File: config.mk
export PLATFORM = sky130hd
export DESIGN_NAME = instruction_fetch_buffer
export DESIGN_NICKNAME = d
export VERILOG_FILES = /design/src/rtl/fetch_pkg.sv /design/src/rtl/fetch_fifo.sv /design/src/rtl/instruction_fetch_buffer.sv
export SDC_FILE = /design/constraint.sdc
export NUM_CORES = 1
export LEC_CHECK = 0
export ABC_AREA = 1
export BUFFER_PORTS_ARGS = -buffer_cell sky130_fd_sc_hd__buf_4
export CAP_MARGIN = 10
export CELL_PAD_IN_SITES_DETAIL_PLACEMENT = 0
export CELL_PAD_IN_SITES_GLOBAL_PLACEMENT = 1
export CORE_MARGIN = 1.5
export CORE_UTILIZATION = 40
export DETAILED_ROUTE_END_ITERATION = 7
export PLACE_DENSITY_LB_ADDON = 0.1
export REMOVE_ABC_BUFFERS = 1
export SYNTH_ARGS = -nofsm -noshare
export SYNTH_HDL_FRONTEND = slang
export SYNTH_HIERARCHICAL = 1
export SYNTH_SLANG_ARGS = --single-unit
File: constraint.sdc
create_clock -name clk -period 12.9 [get_ports clk]
set_input_delay 3.87 -clock clk [delete_from_list [all_inputs] [get_ports clk]]
set_output_delay 3.87 -clock clk [all_outputs]
set_load 0.02 [all_outputs]
File: src/rtl/fetch_pkg.sv
// fetch_pkg: shared widths, NOP encoding and the {pc, instruction} entry type for the fetch stage
package fetch_pkg;
    localparam int XLEN = 32;
    localparam int INSTR_BYTES = 4;
    localparam logic [31:0] NOP_INSTR = 32'h0000_0013;
    typedef struct packed {
        logic [XLEN-1:0] pc;
        logic [XLEN-1:0] instruction;
    } fetch_entry_t;
endpackage

File: src/rtl/fetch_fifo.sv
// fetch_fifo: DEPTH-entry FIFO of fetch_entry_t with synchronous reset and flush
// clk_i/rst_i: clock, sync active-high reset; flush_i: drop all entries
// push_i/data_i: write; pop_i/data_o: head read (combinational); count_o/full_o/empty_o: occupancy
module fetch_fifo import fetch_pkg::*; #(
    parameter int DEPTH = 4
) (
    input  logic                       clk_i,
    input  logic                       rst_i,
    input  logic                       flush_i,
    input  logic                       push_i,
    input  fetch_entry_t               data_i,
    input  logic                       pop_i,
    output fetch_entry_t               data_o,
    output logic [$clog2(DEPTH):0]     count_o,
    output logic                       full_o,
    output logic                       empty_o
);
    localparam int AW = $clog2(DEPTH);
    fetch_entry_t mem_q [DEPTH];
    logic [AW-1:0] rd_q, wr_q;
    logic [AW:0]   count_q, count_d;
    assign count_d = count_q + (AW+1)'(push_i) - (AW+1)'(pop_i);
    always_ff @(posedge clk_i) begin
        if (rst_i || flush_i) begin
            rd_q    <= '0;
            wr_q    <= '0;
            count_q <= '0;
        end else begin
            if (push_i) wr_q <= wr_q + 1'b1;
            if (pop_i) rd_q <= rd_q + 1'b1;
            count_q <= count_d;
        end
    end
    // Storage has no reset; occupancy alone decides what is valid.
    always_ff @(posedge clk_i) begin
        if (push_i && !rst_i && !flush_i) mem_q[wr_q] <= data_i;
    end
    assign data_o  = mem_q[rd_q];
    assign count_o = count_q;
    assign full_o  = count_q == (AW+1)'(DEPTH);
    assign empty_o = count_q == '0;
endmodule

File: src/rtl/instruction_fetch_buffer.sv
// instruction_fetch_buffer: fetch PC owner feeding a decoupled {pc, instruction} queue to decode
// clk/reset: clock, sync active-high reset; initial_address: PC loaded on reset
// redirect_valid/redirect_address: flush and restart fetch at a new (word-aligned) PC
// mem_address/mem_instruction: external combinational instruction memory port
// out_valid/out_ready/out_pc/out_instruction: head of the queue towards decode
module instruction_fetch_buffer import fetch_pkg::*; #(
    parameter int DEPTH = 4,
    parameter int XLEN  = fetch_pkg::XLEN
) (
    input  logic            clk,
    input  logic            reset,
    input  logic [XLEN-1:0] initial_address,
    input  logic            redirect_valid,
    input  logic [XLEN-1:0] redirect_address,
    output logic [XLEN-1:0] mem_address,
    input  logic [XLEN-1:0] mem_instruction,
    output logic            out_valid,
    input  logic            out_ready,
    output logic [XLEN-1:0] out_pc,
    output logic [XLEN-1:0] out_instruction
);
    logic [XLEN-1:0] fetch_pc_q, fetch_pc_d;
    logic [$clog2(DEPTH):0] count;
    logic full, empty, push, pop;
    fetch_entry_t wr_entry, head;
    assign pop  = out_valid && out_ready;
    // A pop frees a slot on the same edge, so a full queue still accepts a fetch.
    assign push = !redirect_valid && (!full || pop);
    always_comb begin
        fetch_pc_d = redirect_valid ? {redirect_address[XLEN-1:2], 2'b00}
                   : push           ? fetch_pc_q + XLEN'(INSTR_BYTES)
                   :                  fetch_pc_q;
    end
    always_ff @(posedge clk) begin
        fetch_pc_q <= reset ? {initial_address[XLEN-1:2], 2'b00} : fetch_pc_d;
    end
    assign wr_entry = '{pc: fetch_pc_q, instruction: mem_instruction};
    fetch_fifo #(.DEPTH(DEPTH)) u_fifo (
        .clk_i   (clk),
        .rst_i   (reset),
        .flush_i (redirect_valid),
        .push_i  (push),
        .data_i  (wr_entry),
        .pop_i   (pop),
        .data_o  (head),
        .count_o (count),
        .full_o  (full),
        .empty_o (empty)
    );
    assign mem_address     = fetch_pc_q;
    assign out_valid       = count != '0;
    assign out_pc          = empty ? '0 : head.pc;
    assign out_instruction = empty ? XLEN'(NOP_INSTR) : head.instruction;
endmodule

Word level (Yosys, flattened, before mapping)
Memory sizes are Yosys's and may differ from the RTL's. A register that Yosys moved wholly into a read port is not among the register bits.
Index checks and enable logic that the tools add are counted.
{"block": "totals", "mem_bits_rw": 256, "n_memories": 1, "word_cells": 33, "reg_bits": 39}
{"block": "classes", "n_addsub": 5, "reduce_logical": 12, "muxes": 9, "n_eq_ne": 1}
{"memory": "u_fifo.mem_q", "depth": 4, "width": 64, "rd": 1, "rd_clocked_by_memory_dff": 1, "write_ports": 1, "line": "fetch_fifo.sv:19", "rtl": "fetch_entry_t mem_q [DEPTH];"}
{"cell": "32-bit 2-to-1 mux", "n": 5}
{"cell": "32-bit by 3-bit adder with 32-bit output (second input constant)", "n": 1}
{"cell": "3-bit nonzero test", "n": 2}
{"cell": "2-bit by 1-bit adder with 2-bit output (second input constant)", "n": 2}
{"cell": "1-bit logical AND", "n": 4}
{"cell": "2-bit 2-to-1 mux", "n": 2}
{"cell": "3-bit by 1-bit adder with 3-bit output", "n": 1}
{"cell": "3-bit equality test (second input constant)", "n": 1}
{"cell": "1-bit logical NOT", "n": 3}
{"cell": "3-bit logical NOT", "n": 1}
{"cell": "3-bit by 1-bit subtractor with 3-bit output", "n": 1}
{"cell": "1-bit logical OR", "n": 2}
{"cell": "1-bit 2-to-1 mux", "n": 2}

Depth between registers and ports, before layout
Gate-level depths: netlist (run 1).
{"block": "depth", "word_depth": 8, "depth_mapped": 11, "ltp_nobuf": 11}

Modules after synthesis
The synthesis (run 1) kept the hierarchy.
{"mod": "fetch_fifo", "cells_per_inst": 804, "seq_area_each_um2": 7867.5, "area_per_inst_um2": 10440.0, "n_inst": 1}
{"mod": "instruction_fetch_buffer", "cells_per_inst": 514, "seq_area_each_um2": 900.9, "area_per_inst_um2": 2965.3, "n_inst": 1}

Least setup slack after synthesis (run 1)
No wires, ideal clock.
{"block": "synth_path", "path_kind": "input -> register", "from": "input redirect_valid", "to": "memory u_fifo/mem_q[0][0] (netlist name), enable pin", "arrival_ns": 7.214, "required_ns": 12.414, "setup_slack_ns": 5.200, "cell_stages": 5, "n_path_buf": 2, "path_cell_list": "buf_2 -> clkbuf_1 -> nor2_1 -> nand2_1 -> nor2_1"}
{"block": "synth_via", "elab_chain_cells": 6}
{"element": "from (decl)", "line": "instruction_fetch_buffer.sv:13", "rtl": "input logic redirect_valid,"}
{"element": "1-bit logical NOT", "line": "instruction_fetch_buffer.sv:28", "rtl": "assign push = !redirect_valid && (!full || pop);"}
{"element": "1-bit logical AND", "line": "instruction_fetch_buffer.sv:28"}
{"element": "named net push", "line": "instruction_fetch_buffer.sv:24", "rtl": "logic full, empty, push, pop;"}
{"element": "1-bit logical AND (2 in series)", "line": "fetch_fifo.sv:36", "rtl": "if (push_i && !rst_i && !flush_i) mem_q[wr_q] <= data_i;"}
{"element": "1-bit 2-to-1 mux", "line": "fetch_fifo.sv:36"}
{"element": "1-bit 2-to-1 mux (implied by the code)", "line": "fetch_fifo.sv:36"}
{"element": "to (decl)", "line": "fetch_fifo.sv:19"}
The timed path passes the listed nets, and every way through them passes these cells.

==> run metrics, run 1 <==
post-cts sizing count 0; power share of the clock group 0.391; Hold WC Path Type flip-flop to flip-flop; Die Footprint about 0.035 sq mm; gr ovfl total 0; gpl congestion between 0.7 and 0.8; drt drc 0; Metal-1 WL 13800 um; Yosys reg bits just under 300; Filler cells between 3000 and 4000; Power Dens Cells ~140 mW/mm^2; Final Hold Viols 0; die height roughly 190 um; yosys warns 6; TNS Setup 0 ps; critical path class flip-flop to output pin; layout cells sized above 1 0.178; DRT Pass-1 Iters 4; Cell Area, Synth around 0.013 sq mm; Post-Synthesis Cells 1318; H-tree levels 2; WL met3 1510 um; Seq pwr share 0.479; combinational power share 0.130; Row Count between 60 and 70; CP required roughly 9000 ps; global-route wire length before repair between 40000 and 50000 um; cts bufs inserted 34; area of the multi-input gates 0.00349 sq mm; most frequent cells in the layout 286 x edfxtp_1, 266 x nand2_1, 236 x inv_1, 199 x buf_4, 139 x nor2_1; Starting DRT DRC Count 521; DP Wirelength ~18000 um; # setup viols final 0; final worst path period need a little under 7000 ps; largest net degree at the start of global routing 98; final core utilization 0.497; Clock Path Buffers 3; CTS tree yes; crit path DAT 2990 ps; RSZ-0062 raised after global routing false; Slew HR 0.371; Slew @ Worst Pin about 940 ps; clock root cell clkbuf_16; vias in the first global route ~8500; Critical Path Sink Type output pin; Reg2Reg Depth 7; # diodes 0; I/O Buffers 190; Lkg Pwr about 6.7 nW; Layout area overhead 21.5%; commonest non-fill, non-tap cell in the layout edfxtp_1; hold_ws about 460 ps; Die W between 150 and 200 um; share of the yosys chip area belonging to registers 0.654; vias ~9000; Net Sw Frac 0.248; Final Power between 2 and 2.5 mW; final worst-path cycle share 0.532; top routing layer used met4; final WL ~30000 um; Vias/cell ~4.7; total clock sinks 295; Final #Nets roughly 1600; Register Area just under 0.009 sq mm; Avg Synthesized Cell Area 10.2 sq um; I/O Pins around 200; Int Pwr around 1.8 mW; max_cap viols 0; Worst setup SP type flip-flop; Slew Viols, Final 0; Global Route Usage Sum 0.177; WL/cell around 15 um; Unique masters post-synth 30; Routed Antenna Nets 0; outcome complete, no violations; initial antenna violation count 0; met2 wire length approximately 14000 um; Hold Crit Depth 2; Setup Fix Bufs, Post-CTS 0; Clock Skew 10.4 ps; initial core utilization 0.409; Core Footprint about 0.033 sq mm; clk slew on worst S/H paths about 50 ps; switching power roughly 0.58 mW; clk_lat worst skew roughly 500 ps; Peak VDD IR around 100 uV; hold buffers post-CTS 0; Max FO, Critical Path 97; Max Clk Rate about 150 MHz
==> cells in the mapped netlist (all sizes together) <==
| master | number | share of area |
|---|---|---|
| clkinv | 1 | 0.00028 |
| or2 | 3 | 0.0014 |
| a21oi | 97 | 0.036 |
| xnor2 | 5 | 0.0033 |
| nor2 | 154 | 0.047 |
| buf | 51 | 0.020 |
| conb | 1 | 0.00028 |
| clkbuf | 12 | 0.0034 |
| o211ai | 66 | 0.037 |
| and2 | 2 | 0.00093 |
| inv | 237 | 0.066 |
| o21bai | 1 | 0.00056 |
| or3 | 1 | 0.00047 |
| edfxtp | 286 | 0.64 |
| nand2 | 270 | 0.077 |
| nor3 | 1 | 0.00037 |
| nand3 | 35 | 0.013 |
| ha | 7 | 0.0065 |
| o21a | 2 | 0.0011 |
| fa | 1 | 0.0015 |
| dfxtp | 9 | 0.013 |
| o21ai | 76 | 0.028 |
==> worst max-delay path: stages (launching register included) <==
cell	delay, ps
dfxtp_4	830
buf_4	820
o21ai_0	210
nand2_1	90
inv_1	40
nor2_1	230
buf_4	210
==> per-stage QoR <==
step | instance area (sq um) | std cells | setup slack (ps)
2_1_floorplan | 13100 | 1264 | 3990
3_3_place_gp | 15200 | 1905 | 6160
3_5_place_dp | 15200 | 1905 | 6120
4_1_cts | 16300 | 1966 | 5960
5_1_grt | 16300 | 1966 | 5750
6_report | 16300 | 1966 | 6040
==> state kept, by name, summed over array words and instances (netlist names), named ones only <==
register and flops:
u_fifo/wr_q 2, u_fifo/rd_q 2, u_fifo/count_o 3, u_fifo/mem_q 256, mem_address 30
==> per-layer routing <==
metal,GRT usage,vias up
met5,0,-
met4,0.0423,0
met3,0.0323,41
met2,0.291,211
met1,0.244,4222
li1,-,4686
==> cells by family (layout without fill, tap and decap cells) <==
family | after synthesis | count (layout) | share of synthesized area
AND/OR/NAND/NOR | 466 | 466 | 0.141
buffers and inverters | 301 | 498 | 0.0903
flip-flops | 295 | 295 | 0.654
other | 1 | 10 | 0.000280
AO/OA/AOI/OAI | 242 | 242 | 0.103
adder cells (fa/ha/maj) | 8 | 8 | 0.00803
XOR/XNOR | 5 | 5 | 0.00327
==> power by group through the flow <==
stage / logic (mW) / clock network, mW / registers, mW
after global placement: 0.310 / 0 / 1.14
after global routing: 0.338 / 0.983 / 1.13
after floorplan: 0.154 / 0 / 1.15
final: 0.304 / 0.917 / 1.12
after detailed placement: 0.312 / 0 / 1.14
after CTS: 0.313 / 0.943 / 1.12
==> cell type report <==
class / instances / share of cell area
clock inverters: 16 / 0.00760
clock buffers: 45 / 0.0587
inverters: 238 / 0.0548
well taps: 442 / 0.0339
flip-flops and latches: 295 / 0.539
multi-input cells: 731 / 0.215
repair buffers: 199 / 0.0917
==> path summary, 6_finish.rpt <==
path | start | end | slack, ps
worst min register to register | u_fifo/rd_q[1]$_SDFFE_PP0P_ | flip-flop | 460
worst max register to register | u_fifo/count_o[0]$_SDFF_PP0_ | u_fifo/mem_q[2][24]$_DFFE_PP_ | 9800
worst max-delay path | flip-flop | out_pc[17] | 6040
worst min-delay path | u_fifo/rd_q[1]$_SDFFE_PP0P_ | flip-flop | 460
Note: power is estimated with default switching activity, not from simulation.
==> run 2: changes to the inputs <==
--- a/config.mk
+++ b/config.mk
@@ -5,7 +5,7 @@
 export SDC_FILE = /design/constraint.sdc
 export NUM_CORES = 1
 export LEC_CHECK = 0
-export ABC_AREA = 1
+export ABC_AREA = 0
 export BUFFER_PORTS_ARGS = -buffer_cell sky130_fd_sc_hd__buf_4
 export CAP_MARGIN = 10
 export CELL_PAD_IN_SITES_DETAIL_PLACEMENT = 0
==> constraint.sdc (replaced) <==
create_clock -name clk -period 6.6 [get_ports clk]
set_input_delay 1.98 -clock clk [delete_from_list [all_inputs] [get_ports clk]]
set_output_delay 1.98 -clock clk [all_outputs]
set_load 0.02 [all_outputs]
==> run 2 against run 1 <==
  * Critical path depth fell by 2
  * Worst hold slack improved by 72 ps
  * Register-to-register slack got worse by 6000 ps
  * Final cell count fell by 35%
  * Global-route usage fell by 1.1 points
  * Combinational power rose by 100%
  * Non-clock buffer count fell by 5
  * Critical path type unchanged
==> run metrics, run 2 <==
Routed Antenna Nets 0; Yosys reg bits 295; Global Route Usage Sum 0.166; Critical Path Sink Type output pin; final worst-path cycle share 0.725; initial antenna violation count 0; clk_lat worst skew around 540 ps; Worst setup SP type flip-flop; Clock Skew slightly above 9 ps; Avg Synthesized Cell Area about 19 sq um; gr ovfl total 0; mux contribution to synthesized area 0.124; critical path's most frequent cell buf_4; Max Clk Rate 209 MHz; # diodes 0; Power Dens Cells around 300 mW/mm^2; Synth Area in Compound Gates 0.0298; layout cells sized above 1 0.373; ys flop type edfxtp_1; DP Wirelength around 15000 um; Synth area leader edfxtp_1; total clock sinks approximately 300; Top delay family on crit path flip-flops; flop-to-flop setup slack about 3800 ps; initial core utilization 0.410; drt drc 0; global-route wire length before repair between 30000 and 40000 um; post-synth top area share 0.701; Async SR Flop Fraction 0; Vias/cell between 5 and 6; outcome complete, no violations; share of the yosys chip area belonging to registers 0.715; max reg flops ~260; Slew HR 0.245; Clock Path Buffers 3; Setup Fix Bufs, Post-CTS 0; cell chain of the critical path buf_4, mux4_1, nor2b_1, buf_4; Core Footprint roughly 0.03 sq mm; Starting DRT DRC Count 351; Post-Synthesis Cells between 600 and 700; Peak VDD IR between 150 and 200 uV; Final #Nets around 970; I/O Buffers 190; # setup viols final 0; DRT Pass-1 Iters 4; largest family of logic cells by synthesized area multiplexers; Layout area overhead 22.3%; most instantiated library cell after synthesis edfxtp_1; Hold WC Path Type flip-flop to flip-flop; Final Hold Viols 0; gpl congestion 0.715; die height about 180 um; CTS tree yes; largest register by flop count u_fifo/mem_q; top post-synthesis cells by area edfxtp_1 70%, mux4_2 11%, nor2b_1 3.3%; Row Count between 60 and 70; cts bufs inserted 31; TNS Setup 0 ps; I/O Pins approximately 200; vias in the first global route a little under 7000; largest net degree at the start of global routing 65; post-cts sizing count 0; Slew Viols, Final 0; synthesized-area fraction occupied by adder cells 0.00878; clock root cell clkbuf_16; RSZ-0062 raised after global routing false; H-tree levels 1; critical path class flip-flop to output pin; vias approximately 6500; EDFF count, synth 286; crit path DAT 2810 ps; Unique masters post-synth 53; WL/cell between 20 and 25 um; Synth Area in XOR/XNOR 0.0212; hold buffers post-CTS 0; final WL between 20000 and 30000 um; Slew @ Worst Pin around 1100 ps; CP max-delay cell dfxtp_4; Cell Area, Synth between 0.01 and 0.015 sq mm; most frequent cells in the layout 286 x edfxtp_1, 194 x buf_4, 64 x nor2b_1, 60 x mux4_2, 31 x clkbuf_16; Die W about 180 um; final core utilization 0.502; Final Power about 4.5 mW; Critical path buffers and inverters 2; top cells by count, synth 286 x edfxtp_1, 64 x nor2b_1, 60 x mux4_2, 22 x nand2_1, 22 x xor2_1; yosys warns 6; max_cap viols 0; Max FO, Critical Path 40; Simple-Gate Fraction of Synth Area 0.0757; final worst path period need about 4800 ps; commonest non-fill, non-tap cell in the layout edfxtp_1; Die Footprint approximately 0.032 sq mm; Crit path largest cell delay roughly 900 ps; Lkg Pwr 5.13 nW; clk slew on worst S/H paths 60 ps; CP required between 4000 and 5000 ps
-- run 2: tightest hold or removal path: cells and delay by family (launching register included) --
family | cells | cell delay (ps)
simple gates | 1 | 90
flops | 1 | 330
compound gates | 1 | 70
-- run 2: cell families (layout without fill, tap and decap cells) --
group / after synthesis / after routing
DFF: 295 / 295
and+or+nand+nor: 155 / 155
muxes: 70 / 70
AOI/OAI and AO/OA: 59 / 59
buffers and inverters: 45 / 258
xor gates and xnor gates: 28 / 28
adders and majority gates: 8 / 8
other: 1 / 10
-- run 2: power breakdown --
| part | internal, mW | switching, mW | total, mW |
|---|---|---|---|
| clock | 0.975 | 0.677 | 1.65 |
| combinational | 0.271 | 0.349 | 0.620 |
| sequential | 2.13 | 0.0755 | 2.20 |
| total | 3.37 | 1.10 | 4.47 |
-- run 2: layout make-up --
type,count,area [sq um]
clock buffer,38,842
tap,390,488
multi-input combinational,330,3250
timing repair buffer,194,1460
fill,2547,14900
sequential,295,8780
clock inverter,17,141
inverter,9,33.8
-- run 2: path summary, 6_finish.rpt --
kind	startpoint	end	cells after the start
max	flip-flop	out_instruction[2]	4
min	u_fifo/rd_q[0]$_SDFFE_PP0P_	flip-flop	2
max reg2reg	u_fifo/count_o[2]$_SDFF_PP0_	u_fifo/mem_q[2][23]$_DFFE_PP_	4
min reg2reg	u_fifo/rd_q[0]$_SDFFE_PP0P_	flip-flop	2
-- run 2: stage by stage --
step | worst slack, ps | instance area, sq um | hold slack (ps) | std cells
after global placement | 2240 | 14000 | 503 | 1218
after detailed placement | 2260 | 14000 | 535 | 1218
after CTS | 1670 | 15000 | 546 | 1273
final | 1810 | 15000 | 534 | 1273
after global routing | 1580 | 15000 | 569 | 1273
after floorplan | 584 | 12000 | 497 | 634
-- run 2: per-layer routing --
layer  part of all wire  up-vias  routed length [um]  track usage
met5                  0        -                   0            0
met2               0.50      195               13000        0.281
met3              0.064       27                1670       0.0324
met1               0.42     3309               11100        0.225
li1                   -     3015                   -            -
met4              0.013        0                 326       0.0322
==> run 3: changes to the inputs <==
--- a/config.mk
+++ b/config.mk
@@ -5,7 +5,7 @@
 export SDC_FILE = /design/constraint.sdc
 export NUM_CORES = 1
 export LEC_CHECK = 0
-export ABC_AREA = 0
+export ABC_AREA = 1
 export BUFFER_PORTS_ARGS = -buffer_cell sky130_fd_sc_hd__buf_4
 export CAP_MARGIN = 10
 export CELL_PAD_IN_SITES_DETAIL_PLACEMENT = 0
==> constraint.sdc (replaced) <==
create_clock -name clk -period 4.3 [get_ports clk]
set_input_delay 1.29 -clock clk [delete_from_list [all_inputs] [get_ports clk]]
set_output_delay 1.29 -clock clk [all_outputs]
set_load 0.02 [all_outputs]
==> run 3 against run 2 <==
  * Register-to-register slack worse by 1900 ps
  * Largest cell class unchanged
  * Clock-buffer cell count is 11 higher
  * Non-clock buffer count is 14 higher
  * Die area is 9.2% higher
  * Worst hold slack worse by 66 ps
  * Flip-flop and latch count stayed put
  * Cell area is 9.6% higher
  * Final cell count is 55% higher
  * Sequential power is 53% higher
==> run metrics, run 3 (synthesis results as in run 1) <==
clk_lat worst skew ~510 ps; vias in the first global route approximately 8700; I/O Buffers 190; vias 9226; Slew HR 0.494; Die Footprint 0.0346 sq mm; hold_sp u_fifo/rd_q[1]$_SDFFE_PP0P_; global-route wire length before repair between 40000 and 50000 um; critical path class flip-flop to output pin; Top delay family on crit path flip-flops; outcome complete, no violations; Peak VDD IR ~220 uV; Max Clk Rate about 270 MHz; drt drc 0; layout cells sized above 1 0.181; reg2reg end u_fifo/mem_q[2][17]$_DFFE_PP_; gpl congestion ~0.74; Critical path buffers and inverters 3; Final #Nets ~1600; gr ovfl total 0; Clock Path Buffers 3; TNS Setup 0 ps; WP depth 6; FF-to-FF Start u_fifo/count_o[0]$_SDFF_PP0_; flop-to-flop setup slack approximately 1900 ps; cell chain of the critical path buf_4, o211ai_1, nand2_1, inv_1, nor2_1, buf_4; # diodes 0; Slew @ Worst Pin between 700 and 800 ps; total clock sinks a little under 300; Reg2Reg Depth 7; Vias/cell approximately 4.7; most frequent cells in the layout 286 x edfxtp_1, 266 x nand2_1, 236 x inv_1, 203 x buf_4, 139 x nor2_1; Core Footprint 0.0328 sq mm; final core utilization 0.501; RSZ-0062 raised after global routing false; final worst path period need about 3700 ps; Slew Viols, Final 0; I/O Pins 197; Routed Antenna Nets 0; CTS tree yes; Die W 186 um; Layout area overhead 22.5%; max_cap viols 0; # setup viols final 0; Critical Path Sink Type output pin; clock root cell clkbuf_16; Clock Skew roughly 19 ps; DP Wirelength 18600 um; Global Route Usage Sum 0.176; largest register by flop count u_fifo/mem_q; Lkg Pwr roughly 6.7 nW; initial core utilization 0.409; critical path's most frequent cell buf_4; Row Count 66; initial antenna violation count 0; Hold WC Path Type flip-flop to flip-flop; Power Dens Cells between 400 and 500 mW/mm^2; largest net degree at the start of global routing 93; Starting DRT DRC Count about 370; crit path DAT ~2400 ps; die height 186 um; Hold Crit Depth 2; clk slew on worst S/H paths ~50 ps; final worst-path cycle share 0.863; final WL just under 30000 um; Final Hold Viols 0; WL/cell 15.1 um; hold buffers post-CTS 0; area of the multi-input gates around 0.0035 sq mm; max reg flops 256; DRT Pass-1 Iters 4; H-tree levels 2; Worst setup SP type flip-flop; commonest non-fill, non-tap cell in the layout edfxtp_1; CP max-delay cell dfxtp_4; Setup Fix Bufs, Post-CTS 0; CP required 3010 ps; cts bufs inserted 35; Register Area a little under 0.009 sq mm; Filler cells around 3100; Max FO, Critical Path 70; Crit path largest cell delay roughly 800 ps; post-cts sizing count 0
run 3: changes by cell type in the layout (fill, tap and decap cells not counted), sizes merged, moves of 22 or more:
cell    before  now
nor2b       64    0
o211ai       0   66
nor2        14  154
o21ai       24   76
a21oi        9   97
inv          9  238
nand2       23  270
mux4        64    0
xor2        22    0
run 3: worst register-to-register path, delay by kind of cell (launching register included):
| family | cells | cell delay, ps |
|---|---|---|
| buffers and inverters | 1 | 390 |
| and+or+nand+nor | 6 | 1210 |
| DFF | 1 | 390 |
run 3: routing by layer:
layer / wire length, um / global-route usage / share of wire
met1: 13300 / 0.231 / 0.45
met2: 14400 / 0.299 / 0.48
met3: 1590 / 0.0340 / 0.053
met4: 511 / 0.0445 / 0.017
met5: 0 / 0 / 0
run 3: how the worst max path moves through the flow:
stage	startpoint	to	slack [ps]
4_1_cts	flip-flop	out_pc[13]	530
5_1_grt	flip-flop	out_pc[18]	380
3_5_place_dp	flip-flop	out_pc[13]	1060
3_3_place_gp	flip-flop	out_pc[13]	1070
6_report	flip-flop	out_pc[18]	590
2_1_floorplan	flip-flop	out_instruction[10]	-2030
run 3: final cells by class:
type                    instances  area share
repair buffers                208      0.0989
well taps                     442      0.0337
inverters                     238      0.0544
multi-input cells             731       0.213
clock inverters                13     0.00747
clock buffers                  49      0.0584
flip-flops and latches        295       0.534
run 3: report_power, final:
part           internal, mW  switching [mW]  total, mW
Clock                  1.68            1.07       2.75
Sequential             3.26           0.106       3.36
Combinational         0.357           0.572      0.928
run 3: through the flow:
stage	setup slack, ps	std cells	power (mW)	area, sq um	hold WS, ps
after detailed placement	1060	1914	4.37	15300	453
after global routing	375	1976	7.35	16400	484
after CTS	531	1976	7.14	16400	464
after global placement	1070	1914	4.36	15300	442
after floorplan	-2030	1264	3.90	13100	436
final	591	1976	7.04	16400	468
